$ cat src/rtl/five_bit_adder_sequencer.sv
// Operand sequencer for the lab-board 5-bit ripple adder: debounces two buttons,
// latches X then Y from the switches, and captures the adder's {carry, sum}.
module five_bit_adder_sequencer #(
    parameter int unsigned DEBOUNCE_CYCLES = 250000,
    parameter logic        CIN_VALUE       = 1'b0
) (
    input  logic       clk,
    input  logic       reset,
    input  logic [4:0] sw,
    input  logic       btn_load,
    input  logic       btn_clear,
    output logic [4:0] adder_x,
    output logic [4:0] adder_y,
    output logic       adder_cin,
    input  logic [4:0] adder_z,
    input  logic       adder_carry,
    output logic [5:0] result,
    output logic       result_valid,
    output logic [1:0] state_dbg
);

    localparam int CNT_W = $clog2(DEBOUNCE_CYCLES + 1);

    typedef enum logic [1:0] {
        S_LOAD_X = 2'b00,
        S_LOAD_Y = 2'b01,
        S_SAMPLE = 2'b10,
        S_DONE   = 2'b11
    } state_t;

    // Index 0 is the load button, index 1 the clear button.
    logic [1:0]       btn_raw;
    logic [1:0]       sync_p0;
    logic [1:0]       sync_p1;
    logic [1:0]       deb;
    logic [1:0]       press;
    logic [CNT_W-1:0] cnt [2];

    logic             load_p;
    logic             clear_p;

    state_t           state, state_nxt;
    logic [4:0]       x_reg, x_nxt;
    logic [4:0]       y_reg, y_nxt;
    logic [5:0]       result_nxt;
    logic             valid_nxt;

    assign btn_raw = {btn_clear, btn_load};
    assign load_p  = press[0];
    assign clear_p = press[1];

    // Input conditioning: 2-flop sync, stability counter, rising-edge pulse
    always_ff @(posedge clk or posedge reset) begin
        if (reset) begin
            sync_p0 <= '0;
            sync_p1 <= '0;
            deb     <= '0;
            press   <= '0;
            for (int i = 0; i < 2; i++) begin
                cnt[i] <= '0;
            end
        end else begin
            sync_p0 <= btn_raw;
            sync_p1 <= sync_p0;
            for (int i = 0; i < 2; i++) begin
                press[i] <= 1'b0;
                if (sync_p1[i] == deb[i]) begin
                    cnt[i] <= '0;
                end else if (cnt[i] == CNT_W'(DEBOUNCE_CYCLES)) begin
                    cnt[i]   <= '0;
                    deb[i]   <= ~deb[i];
                    press[i] <= ~deb[i];
                end else begin
                    cnt[i] <= cnt[i] + 1'b1;
                end
            end
        end
    end

    // Sequencer state and operand/result registers
    always_ff @(posedge clk or posedge reset) begin
        if (reset) begin
            state        <= S_LOAD_X;
            x_reg        <= '0;
            y_reg        <= '0;
            result       <= '0;
            result_valid <= 1'b0;
        end else begin
            state        <= state_nxt;
            x_reg        <= x_nxt;
            y_reg        <= y_nxt;
            result       <= result_nxt;
            result_valid <= valid_nxt;
        end
    end

    always_comb begin
        state_nxt  = state;
        x_nxt      = x_reg;
        y_nxt      = y_reg;
        result_nxt = result;
        valid_nxt  = result_valid;
        if (clear_p) begin
            state_nxt  = S_LOAD_X;
            x_nxt      = '0;
            y_nxt      = '0;
            result_nxt = '0;
            valid_nxt  = 1'b0;
        end else begin
            case (state)
                S_LOAD_X: begin
                    if (load_p) begin
                        x_nxt     = sw;
                        state_nxt = S_LOAD_Y;
                    end
                end
                S_LOAD_Y: begin
                    if (load_p) begin
                        y_nxt     = sw;
                        state_nxt = S_SAMPLE;
                    end
                end
                // Operands have been stable for a full cycle; adder output is settled.
                S_SAMPLE: begin
                    result_nxt = {adder_carry, adder_z};
                    valid_nxt  = 1'b1;
                    state_nxt  = S_DONE;
                end
                S_DONE: begin
                    if (load_p) begin
                        x_nxt     = sw;
                        valid_nxt = 1'b0;
                        state_nxt = S_LOAD_Y;
                    end
                end
                default: state_nxt = S_LOAD_X;
            endcase
        end
    end

    assign adder_x   = x_reg;
    assign adder_y   = y_reg;
    assign adder_cin = CIN_VALUE;
    assign state_dbg = state;

endmodule

$ cat config.mk
export PLATFORM = sky130hd
export DESIGN_NAME = five_bit_adder_sequencer
export DESIGN_NICKNAME = d
export VERILOG_FILES = /design/src/rtl/five_bit_adder_sequencer.sv
export SDC_FILE = /design/constraint.sdc
export NUM_CORES = 1
export LEC_CHECK = 0
export BUFFER_PORTS_ARGS = -buffer_cell sky130_fd_sc_hd__buf_2
export CORE_MARGIN = 2
export CORE_UTILIZATION = 32
export DETAILED_ROUTE_END_ITERATION = 8
export GPL_TIMING_DRIVEN = 1
export HOLD_SLACK_MARGIN = 0.03
export PLACE_DENSITY = 0.46
export SLEW_MARGIN = 20
export SYNTH_ARGS = -nofsm -noshare
export SYNTH_HDL_FRONTEND = slang
export SYNTH_SLANG_ARGS = --single-unit
$ cat constraint.sdc
create_clock -name clk -period 2.2 [get_ports clk]
set_clock_uncertainty 0.05 [all_clocks]
set_input_delay 0 -clock clk [delete_from_list [all_inputs] [get_ports clk]]
set_output_delay 0 -clock clk [all_outputs]
set_load 0.05 [all_outputs]
---- After elaboration in Yosys (flattened, before gate mapping) ----
Index checks and enable logic that the tools add are counted.
cells by class
  $add $sub $neg .......................... 2
  equality and inequality tests ........... 10
  multiplexer cells ....................... 22
  bitwise logic cells ..................... 4
  reductions and logical operators ........ 13
operator list
  operator                 number
  $mux W18                 4
  $add A18 B1 Y18 const B  2
  $eq A18 B18 Y1 const B   2
  $mux W5                  5
  $mux W6                  2
  $reduce_and A2 Y1        6
  $reduce_bool A2 Y1       4
  $mux W1                  6
  $mux W2                  3
  $ne A3 B3 Y1 const B     2
  $pmux W2 S3              1
  $eq A2 B2 Y1 const B     2
  $not A1 Y1               4
  $ne A3 B1 Y1 const B     1
  $reduce_bool A3 Y1       1
  $eq A1 B1 Y1             2
  $eq A2 B1 Y1 const B     1
  $logic_not A2 Y1         1
  $pmux W1 S2              1
  $reduce_or A2 Y1         1
storage, ports and cells
  flip-flop bits (word level) ............. 63
  input port bits ......................... 15
  logic and storage cells ................. 63

---- Longest topological paths before layout ----
Gate-level depths: netlist (run 1).
  depth after elaboration ................. 4
  depth in mapped cells ................... 8

---- Worst setup path after synthesis (run 1) ----
Ideal clock, no wire load.
  path type ............................... register to register
  from .................................... register cnt[18] (netlist name)
  to ...................................... register cnt[33] (netlist name)
  library setup time ...................... 0.119 ns
  arrival ................................. 1.680 ns
  required time ........................... 2.031 ns
  slack ................................... 0.351 ns
  stages on the path, launching flop included .. 9
  buffers on the path ..................... 2
  path through ............................ dfrtp_1 -> inv_1 -> ha_1 -> or4b_1 -> nor3_1 -> a41o_1 -> buf_4 -> buf_6 -> nor2_1
on the way
  cells in the longest elaborated chain, start to end .. 3
ends and longest elaborated chain
  what                                                      line    source
  start, declared                                           37      logic [CNT_W-1:0] cnt [2];
  start signal, assigned by index                           74      cnt[i] <= cnt[i] + 1'b1;
  $add A18 B1 Y18 / $eq A18 B18 Y1 (equally long branches)  74, 69
  $mux W18 *                                                69      end else if (cnt[i] == CNT_W'(DEBOUNCE_CYCLES)) begin
  $mux W18 *                                                67      if (sync_p1[i] == deb[i]) begin
Every way passes the cells marked *; elsewhere a longest branch is shown, timed or not.
A chain may end at the register's enable or synchronous reset.

---- Worst setup path in the final report (run 1) ----
  from .................................... register cnt[18] (netlist name)
  to ...................................... register deb[0]
on the way
  cells in the longest elaborated chain, start to end .. 2
ends and longest elaborated chain
  what                           line  source
  $eq A18 B18 Y1                 69
  $reduce_and A2 Y1 (no line)    n/a
  end signal, assigned by index  71    deb[i] <= ~deb[i];
  end, declared                  35    logic [1:0] deb;
Every way passes these cells.

==> flow_metrics.env, run 1 <==
export IMPL_status="finished clean"
export IMPL_hold_path_class="in2async"
export IMPL_postLayoutCoreUtil_pct=39.6
export IMPL_area_growth_syn_to_layout_pct=21.3
export IMPL_grt_ovfl_total=0
export IMPL_initialDrtViolationCount=77
export IMPL_rsz0062_at_grt="false"
export IMPL_hpwl_um=4140
export IMPL_clkSlewWorstSetupHoldPaths_ns=0.07
export IMPL_synth_compound_area_share_pct=4.39
export IMPL_io_buffers=33
export IMPL_coreArea_um2=9150
export IMPL_synth_nets=318
export IMPL_min_period_over_period_pct=88.9
export IMPL_max_slew_margin_pct=58.9
export IMPL_fill_cells=904
export IMPL_async_reset_ff_share_pct=100
export IMPL_ys_warnings_count=0
export IMPL_yosysTopAreaCell="dfrtp_1"
export IMPL_drtPass1Iterations=4
export IMPL_die_w_um=101
export IMPL_grt_max_degree=41
export IMPL_drtAntennaViolNets=0
export IMPL_worst_slew_pin_slew_ns=0.616
export IMPL_muxShareOfSynthArea_pct=2.76
export IMPL_cts_tree="built"
export IMPL_worstSetupEndpointType="flip-flop"
export IMPL_num_rows=35
export IMPL_ir_worst_vdd_mv=0.224
export IMPL_final_cell_mix="dfrtp_1 (63), nor2_1 (46), buf_2 (33)"
export IMPL_finalHoldViolCount=0
export IMPL_leakage_nw=1.57
export IMPL_r2r_cells=6
export IMPL_synth_main_ff_cell="dfrtp_1"
export IMPL_clockRootBuffer="clkbuf_8"
export IMPL_critPathLaunchType="flip-flop"
export IMPL_n_antenna_cell=0
export IMPL_syn_area_per_cell_um2=10.1
export IMPL_synth_edf_count=0
export IMPL_vias_per_cell=4.78
export IMPL_yosys_area_share_adder_pct=2.93
export IMPL_grt_pass1_wl_um=10400
export IMPL_grtUsageTotal_pct=12.8
export IMPL_setup_tns_ns=0
export IMPL_pin_count=35
export IMPL_synth_cells=296
export IMPL_maxCapViolCount=0
export IMPL_synth_top_family_by_area="simple AND/OR/NAND/NOR gates"
export IMPL_synth_xor_area_share_pct=9.08
export IMPL_worstSetupPathType="reg2reg"
export IMPL_die_h_um=101
export IMPL_first_global_vias=2174
export IMPL_fmax_ghz=0.512
export IMPL_finalNetCount=369
export IMPL_synth_seq_cells=63
export IMPL_clock_path_buffers=2
export IMPL_cp_arrival_ns=2.12
export IMPL_drive_above_1_share_pct=18.2
export IMPL_via_count=2211
export IMPL_routedWlPerCell_um=12.9
export IMPL_drc_errors=0
export IMPL_synth_area_um2=2990
export IMPL_worstPathRequired_ns=2.36
export IMPL_routed_wl_um=5980
export IMPL_yosys_area_top_type_share_pct=52.7
export IMPL_cts_buffers=9
export IMPL_yosys_cell_types_count=38
export IMPL_powerDensity_nw_per_um2=657
export IMPL_fp_dieArea_um2=10100
export IMPL_layout_min_cycle_time_ns=1.95
export IMPL_place_congestion=0.794
export IMPL_ys_top_cells_by_area="dfrtp_1 (53%), xnor2_1 (6.4%), nor2_1 (5.8%)"
export IMPL_cts_setup_buffers=0
export IMPL_htreeDepth=3
export IMPL_crit_fanout=5
export IMPL_setup_violations=0
export IMPL_final_max_slew_violation_count=0
export IMPL_final_common_cell="dfrtp_1"
export IMPL_antenna_found_initial=0
export IMPL_insertion_delay_ns=0.33
export IMPL_initial_core_util_pct=32.7
export IMPL_synth_seq_area_share_pct=52.7
export IMPL_yosys_area_share_simple_pct=24.2
export IMPL_clock_sinks=63
==> worst max-delay path, stage by stage (launching register included) <==
cell and delay, ns:
dfrtp_1 0.43, inv_1 0.09, ha_1 0.15, or4b_1 0.44, nor3_1 0.21, nand4_1 0.17, mux2_2 0.30
==> layout make-up <==
class,count,area (um2),area share [%]
clock buffers,10,128,3.52
clock inverters,6,85.1,2.34
inverters,12,45.0,1.24
multi-input cells,209,1300,35.8
flip-flops and latches,63,1580,43.4
well taps,111,139,3.83
repair buffers,52,355,9.79
==> per-layer routing <==
layer  track usage (%)  part of all wire (%)  up-vias
met2              19.1                    43       40
met5                 0                     0        -
li1                  -                     -     1116
met3              2.50                   3.2        9
met1              18.1                    53     1046
met4              5.37                   1.5        0
==> Yosys cell counts, types with 4 or more instances <==
cell / number
clkbuf_1: 6
xor2_1: 9
a21oi_1: 17
ha_1: 7
mux2i_1: 6
nand2_1: 22
nand4_1: 12
xnor2_1: 22
nand3_1: 22
nor2_1: 46
inv_1: 12
nor4_1: 9
nor3_1: 9
dfrtp_1: 63
buf_4: 4
==> path summary, 6_finish.rpt <==
| kind | slack [ns] | start | end |
|---|---|---|---|
| max in group asynchronous | 1.30 | reset | cnt[3]$_DFF_PP0_ |
| worst min-delay path | 0.21 | reset | adder_x[3]$_DFFE_PP0P_ |
| min in group clk | 0.26 | btn_clear | sync_p0[1]$_DFF_PP0_ |
| worst max-delay path | 0.25 | cnt[18]$_DFF_PP0_ | deb[0]$_DFFE_PP0P_ |
| worst min register to register | 0.31 | sync_p0[0]$_DFF_PP0_ | sync_p1[0]$_DFF_PP0_ |
| worst max register to register | 0.25 | cnt[18]$_DFF_PP0_ | deb[0]$_DFFE_PP0P_ |
==> power by group <==
| part | leakage, nW | internal (mW) | total (mW) | switching (mW) |
|---|---|---|---|---|
| sequential | 0.814 | 1.17 | 1.18 | 0.0144 |
| clock | 0.102 | 0.634 | 1.09 | 0.455 |
| combinational | 0.654 | 0.0485 | 0.110 | 0.0611 |
| total | 1.57 | 1.85 | 2.38 | 0.530 |
==> repair_timing <==
item	4_1_cts	5_1_grt
hold endpoints to repair	41	0
gates resized for setup	0	0
hold buffers	14	0
==> through the flow <==
stage          hold WS (ns)  power [mW]  instance area [um2]  cells  worst slack (ns)
5_1_grt               0.248        2.49                 3630    463             0.100
2_1_floorplan       -0.0186        1.27                 2990    296             0.351
6_report              0.207        2.38                 3630    463             0.245
3_3_place_gp         0.0281        1.30                 3280    433             0.267
4_1_cts               0.217        2.43                 3630    463             0.220
3_5_place_dp         0.0338        1.30                 3280    433             0.227
==> flip-flops by register name, indices dropped and copies added, names as in the netlist <==
| signal | cells |
|---|---|
| press | 2 |
| sync_p0 | 2 |
| adder_y | 5 |
| adder_x | 5 |
| cnt | 36 |
| state_dbg | 2 |
| result_valid | 1 |
| sync_p1 | 2 |
| result | 6 |
| deb | 2 |
==> logic make-up (layout without fill, tap and decap cells) <==
logic type,count (synthesis),in the layout
xor+xnor,31,31
mux,8,8
other cells,1,1
compound gates,23,23
flops,63,63
buf+inv,24,80
fa+ha+maj,7,7
simple gates,139,139
(Power assumes the default switching activity.)
==> run 2, diff against run 1 <==
==> constraint.sdc (replaced) <==
create_clock -name clk -period 2.2 [get_ports clk]
set_clock_uncertainty 0.05 [all_clocks]
set_input_delay 0.22 -clock clk [delete_from_list [all_inputs] [get_ports clk]]
set_output_delay 0.22 -clock clk [all_outputs]
set_load 0.05 [all_outputs]
==> run 2 against run 1 <==
Compared with the run above:
- sequential power about the same
- clock-buffer cell count increased by 1
- fmax increased by 1.4%
- first-iteration DRC count decreased by 52%
- die area unchanged
- sequential share of layout area increased by 1.6 points
- largest cell class unchanged
- combinational power decreased by 13%
- non-clock buffer count decreased by 11
- cell count decreased by 2.6%
- highest routed layer unchanged
- global-route usage increased by 0.066 points
==> flow_metrics.env, run 2 (synthesized netlist as in run 1, its figures left out) <==
export IMPL_rsz0062_at_grt="false"
export IMPL_n_antenna_cell=0
export IMPL_clockRootBuffer="clkbuf_8"
export IMPL_min_path_cells=3
export IMPL_vias_per_cell=4.78
export IMPL_clock_sinks=63
export IMPL_grtUsageTotal_pct=12.8
export IMPL_cts_tree="built"
export IMPL_cp_depth=7
export IMPL_cpPeakStageDelay_ns=0.43
export IMPL_pre_cts_slack_ns=0.275
export IMPL_path_cells="inv_1, ha_1, or4b_1, nor3_1, a41o_1, buf_4, nor2_1"
export IMPL_startpoint="cnt[18]$_DFF_PP0_"
export IMPL_setup_violations=0
export IMPL_place_congestion=0.783
export IMPL_rr_startpoint="cnt[18]$_DFF_PP0_"
export IMPL_cp_arrival_ns=2.09
export IMPL_finalNetCount=358
export IMPL_use_met1_pct=17.9
export IMPL_max_slew_margin_pct=59.4
export IMPL_hold_path_class="in2reg"
export IMPL_final_cell_mix="dfrtp_1 (63), nor2_1 (46), buf_2 (33)"
export IMPL_r2r_end="cnt[21]$_DFF_PP0_"
export IMPL_drtAntennaViolNets=0
export IMPL_status="finished clean"
export IMPL_fp_dieArea_um2=10100
export IMPL_final_max_slew_violation_count=0
export IMPL_htreeDepth=3
export IMPL_worst_slew_pin_slew_ns=0.608
export IMPL_powerDensity_nw_per_um2=655
export IMPL_largest_register="cnt"
export IMPL_routed_wl_um=5930
export IMPL_grt_max_degree=64
export IMPL_setup_tns_ns=0
export IMPL_grt_ovfl_total=0
export IMPL_worstSetupEndpointType="flip-flop"
export IMPL_use_met3_pct=2.57
export IMPL_cts_buffers=9
export IMPL_drive_above_1_share_pct=18.8
export IMPL_layout_min_cycle_time_ns=1.93
export IMPL_first_global_vias=2118
export IMPL_critPathLaunchType="flip-flop"
export IMPL_drc_errors=0
export IMPL_area_growth_syn_to_layout_pct=17.1
export IMPL_setup_slack_ns=0.273
export IMPL_num_rows=35
export IMPL_leakage_nw=1.53
export IMPL_clkSlewWorstSetupHoldPaths_ns=0.08
export IMPL_worstSetupPathType="reg2reg"
export IMPL_cp_top_family="simple AND/OR/NAND/NOR gates"
export IMPL_post_cts_resize_count=0
export IMPL_largest_reg_flops=36
export IMPL_worstPathRequired_ns=2.36
export IMPL_die_w_um=101
export IMPL_grt_pass1_wl_um=10300
export IMPL_reg_largest_list="cnt: 36 flops, result: 6 flops"
export IMPL_pin_count=35
export IMPL_r2r_slack_ns=0.27
export IMPL_routedWlPerCell_um=13.2
export IMPL_fmax_ghz=0.519
export IMPL_coreArea_um2=9150
export IMPL_top_usage_layer="met2"
export IMPL_initial_core_util_pct=32.7
export IMPL_via_count=2158
export IMPL_crit_slowest_cell="or4b_1"
export IMPL_path_buf_inv=2
export IMPL_crit_fanout=12
export IMPL_die_h_um=101
export IMPL_finalHoldViolCount=0
export IMPL_ir_worst_vdd_mv=0.213
export IMPL_final_common_cell="dfrtp_1"
export IMPL_insertion_delay_ns=0.33
export IMPL_drtPass1Iterations=4
export IMPL_min_period_over_period_pct=87.6
export IMPL_antenna_found_initial=0
export IMPL_initialDrtViolationCount=37
export IMPL_io_buffers=33
export IMPL_endpoint="cnt[21]$_DFF_PP0_"
export IMPL_fill_cells=906
export IMPL_r2r_cells=7
export IMPL_maxCapViolCount=0
export IMPL_hpwl_um=4010
export IMPL_clock_path_buffers=2
export IMPL_grtUsageMet2_pct=18.9
-- run 2: routing by layer --
metal	vias to the layer above	share of wire, %
li1	1087	-
met1	1016	52
met2	46	43
met3	9	3.4
met4	0	1.9
met5	-	0
-- run 2: through the flow --
stage / hold slack [ns] / instance area [um2] / utilization (%) / total power [mW] / cells
floorplan: 0.201 / 2990 / - / 1.27 / 296
global placement: 0.270 / 3280 / 35.8 / 1.30 / 433
detailed placement: 0.272 / 3280 / 35.8 / 1.30 / 433
CTS: 0.0653 / 3500 / 38.3 / 2.33 / 451
global route: 0.0837 / 3500 / 38.3 / 2.39 / 451
finish: 0.0815 / 3500 / 38.3 / 2.29 / 451
-- run 2: worst min path at each step --
stage | start | endpoint | slack, ns
global placement | reset | adder_x[4]$_DFFE_PP0P_ | 0.27
CTS | adder_z[1] | result[1]$_DFFE_PP0P_ | 0.07
floorplan | btn_load | sync_p0[0]$_DFF_PP0_ | 0.20
detailed placement | reset | result[4]$_DFFE_PP0P_ | 0.27
finish | adder_z[1] | result[1]$_DFFE_PP0P_ | 0.08
global route | adder_z[1] | result[1]$_DFFE_PP0P_ | 0.08
-- run 2: worst reg2reg max path, stage by stage (launching register included) --
cell	delay [ns]
dfrtp_1	0.42
inv_1	0.09
ha_1	0.13
or4b_1	0.43
nor3_1	0.21
a41o_1	0.23
buf_4	0.19
nor2_1	0.06
-- run 2: layout make-up --
class / instances / area, um2 / area share, %
Clock buffer: 11 / 151 / 4.32
Clock inverter: 4 / 45.0 / 1.29
Inverter: 12 / 45.0 / 1.29
Multi-Input combinational cell: 209 / 1300 / 37.1
Tap cell: 111 / 139 / 3.97
Timing Repair Buffer: 41 / 245 / 7.00
Sequential cell: 63 / 1580 / 45.0
-- run 2: report_power, final --
part           total, mW  switching, mW  internal (mW)  leakage, nW
Clock               1.01          0.438          0.573        0.105
Sequential          1.18         0.0144           1.17        0.814
Combinational     0.0960         0.0600         0.0360        0.608
Total               2.29          0.513           1.78         1.53
-- run 2: what timing repair did --
item                                   CTS  global route
hold buffers                             3             0
setup endpoints to repair                0             0
buffers inserted                         0             0
endpoints found under the hold margin   65             0
==> run 3, diff against run 2 <==
HOLD_SLACK_MARGIN = 0.12   (was 0.03)
==> run 3 against run 2 <==
Compared with the run above:
- sequential cell count is the same
- critical path depth is 1 lower
- non-clock buffer count is 11 higher
- cell area grew 3.1%
- largest power group unchanged
- cell count increased by 2.4%
- largest cell class unchanged
- first-iteration DRC count up 35%
- combinational power grew 16%
- clock-buffer cell count stayed put
- critical path type unchanged
==> flow_metrics.env, run 3 (synthesized netlist as in run 1, its figures left out) <==
export IMPL_crit_fanout=5
export IMPL_worstPathRequired_ns=2.36
export IMPL_htreeDepth=3
export IMPL_die_w_um=101
export IMPL_vias_per_cell=4.75
export IMPL_grt_ovfl_total=0
export IMPL_fp_dieArea_um2=10100
export IMPL_io_buffers=33
export IMPL_maxCapViolCount=0
export IMPL_insertion_delay_ns=0.33
export IMPL_final_cell_mix="dfrtp_1 (63), nor2_1 (46), buf_2 (33)"
export IMPL_layoutNonFillerInstCount=462
export IMPL_drtPass1Iterations=6
export IMPL_r2r_cells=6
export IMPL_setup_violations=0
export IMPL_rsz0062_at_grt="false"
export IMPL_critPathLaunchType="flip-flop"
export IMPL_clkSlewWorstSetupHoldPaths_ns=0.07
export IMPL_via_count=2193
export IMPL_final_common_cell="dfrtp_1"
export IMPL_num_rows=35
export IMPL_placed_cells=433
export IMPL_powerDensity_nw_per_um2=638
export IMPL_finalNetCount=369
export IMPL_worstSetupEndpointType="flip-flop"
export IMPL_worstSetupPathType="reg2reg"
export IMPL_grtUsageTotal_pct=12.9
export IMPL_cts_setup_buffers=0
export IMPL_drive_above_1_share_pct=18.2
export IMPL_worst_slew_pin_slew_ns=0.613
export IMPL_routed_wl_um=5970
export IMPL_layout_min_cycle_time_ns=1.93
export IMPL_die_h_um=101
export IMPL_clock_sinks=63
export IMPL_antenna_found_initial=0
export IMPL_cts_tree="built"
export IMPL_min_period_over_period_pct=87.6
export IMPL_max_slew_margin_pct=59.1
export IMPL_ir_worst_vdd_mv=0.213
export IMPL_routedWlPerCell_um=12.9
export IMPL_place_congestion=0.783
export IMPL_grt_max_degree=64
export IMPL_drtAntennaViolNets=0
export IMPL_clockRootBuffer="clkbuf_8"
export IMPL_reg_largest_list="cnt: 36 flops, result: 6 flops"
export IMPL_postLayoutCoreUtil_pct=39.5
export IMPL_hpwl_um=4010
export IMPL_first_global_vias=2157
export IMPL_status="finished clean"
export IMPL_cp_arrival_ns=2.09
export IMPL_largest_register="cnt"
export IMPL_initial_core_util_pct=32.7
export IMPL_pin_count=35
export IMPL_coreArea_um2=9150
export IMPL_final_max_slew_violation_count=0
export IMPL_hold_path_class="reg2reg"
export IMPL_n_antenna_cell=0
export IMPL_largest_reg_flops=36
export IMPL_cts_buffers=9
export IMPL_drc_errors=0
export IMPL_grt_pass1_wl_um=10400
export IMPL_clock_path_buffers=2
export IMPL_area_growth_syn_to_layout_pct=20.8
export IMPL_fmax_ghz=0.519
export IMPL_min_path_cells=0
export IMPL_finalHoldViolCount=0
export IMPL_initialDrtViolationCount=50
export IMPL_r2r_slack_ns=0.27
export IMPL_leakage_nw=1.57
export IMPL_fill_cells=894
export IMPL_setup_tns_ns=0
==> run 3: cell types whose count changed in the layout (fill, tap and decap cells not counted), sizes merged <==
cell         before  now
dlygate4sd3       3   14
==> run 3: final timing paths <==
kind	start	end
setup / recovery	cnt[18]$_DFF_PP0_	deb[0]$_DFFE_PP0P_
setup reg to reg	cnt[18]$_DFF_PP0_	deb[0]$_DFFE_PP0P_
hold / removal	sync_p0[1]$_DFF_PP0_	sync_p1[1]$_DFF_PP0_
min in group asynchronous	reset	result[5]$_DFFE_PP0P_
max in group asynchronous	reset	adder_y[0]$_DFFE_PP0P_
hold reg to reg	sync_p0[1]$_DFF_PP0_	sync_p1[1]$_DFF_PP0_
==> run 3: routing by layer <==
metal,vias up,GRT usage (%),share of wire (%)
met2,50,19.1,42
met5,-,0,0
met1,1022,18.0,53
met3,10,2.50,3.6
met4,0,6.43,1.9
li1,1111,-,-
==> run 3: cell type report <==
type	instances	area, um2	area share (%)
Inverter	12	45.0	1.25
Multi-Input combinational cell	209	1300	36.0
Timing Repair Buffer	52	355	9.84
Tap cell	111	139	3.84
Clock buffer	11	151	4.19
Sequential cell	63	1580	43.6
Clock inverter	4	45.0	1.25
==> run 3: power breakdown <==
group | total, mW | internal, mW | switching, mW
Sequential | 1.18 | 1.17 | 0.0144
Combinational | 0.111 | 0.0487 | 0.0624
Clock | 1.01 | 0.573 | 0.435
Total | 2.30 | 1.79 | 0.512
==> run 3: stage by stage <==
step                      hold WS (ns)  worst slack [ns]  power (mW)  instance area (um2)
final                            0.299             0.272        2.30                 3610
after global routing             0.308             0.120        2.41                 3610
after CTS                        0.301             0.270        2.34                 3610
after detailed placement         0.272             0.275        1.30                 3280
after global placement           0.270             0.328        1.30                 3280
after floorplan                  0.201             0.351        1.27                 2990
==> run 3: critical path: stages, from the launching register on <==
cell	delay, ns
dfrtp_1	0.42
inv_1	0.09
ha_1	0.13
or4b_1	0.43
nor3_1	0.21
nand4_1	0.18
mux2_2	0.30
==> run 3: repair_timing <==
| item | CTS | global route |
|---|---|---|
| endpoints found under the setup margin | 0 | 0 |
| hold endpoints to repair | 80 | 0 |
| hold buffers | 14 | 0 |
| gates resized for setup | 0 | 0 |
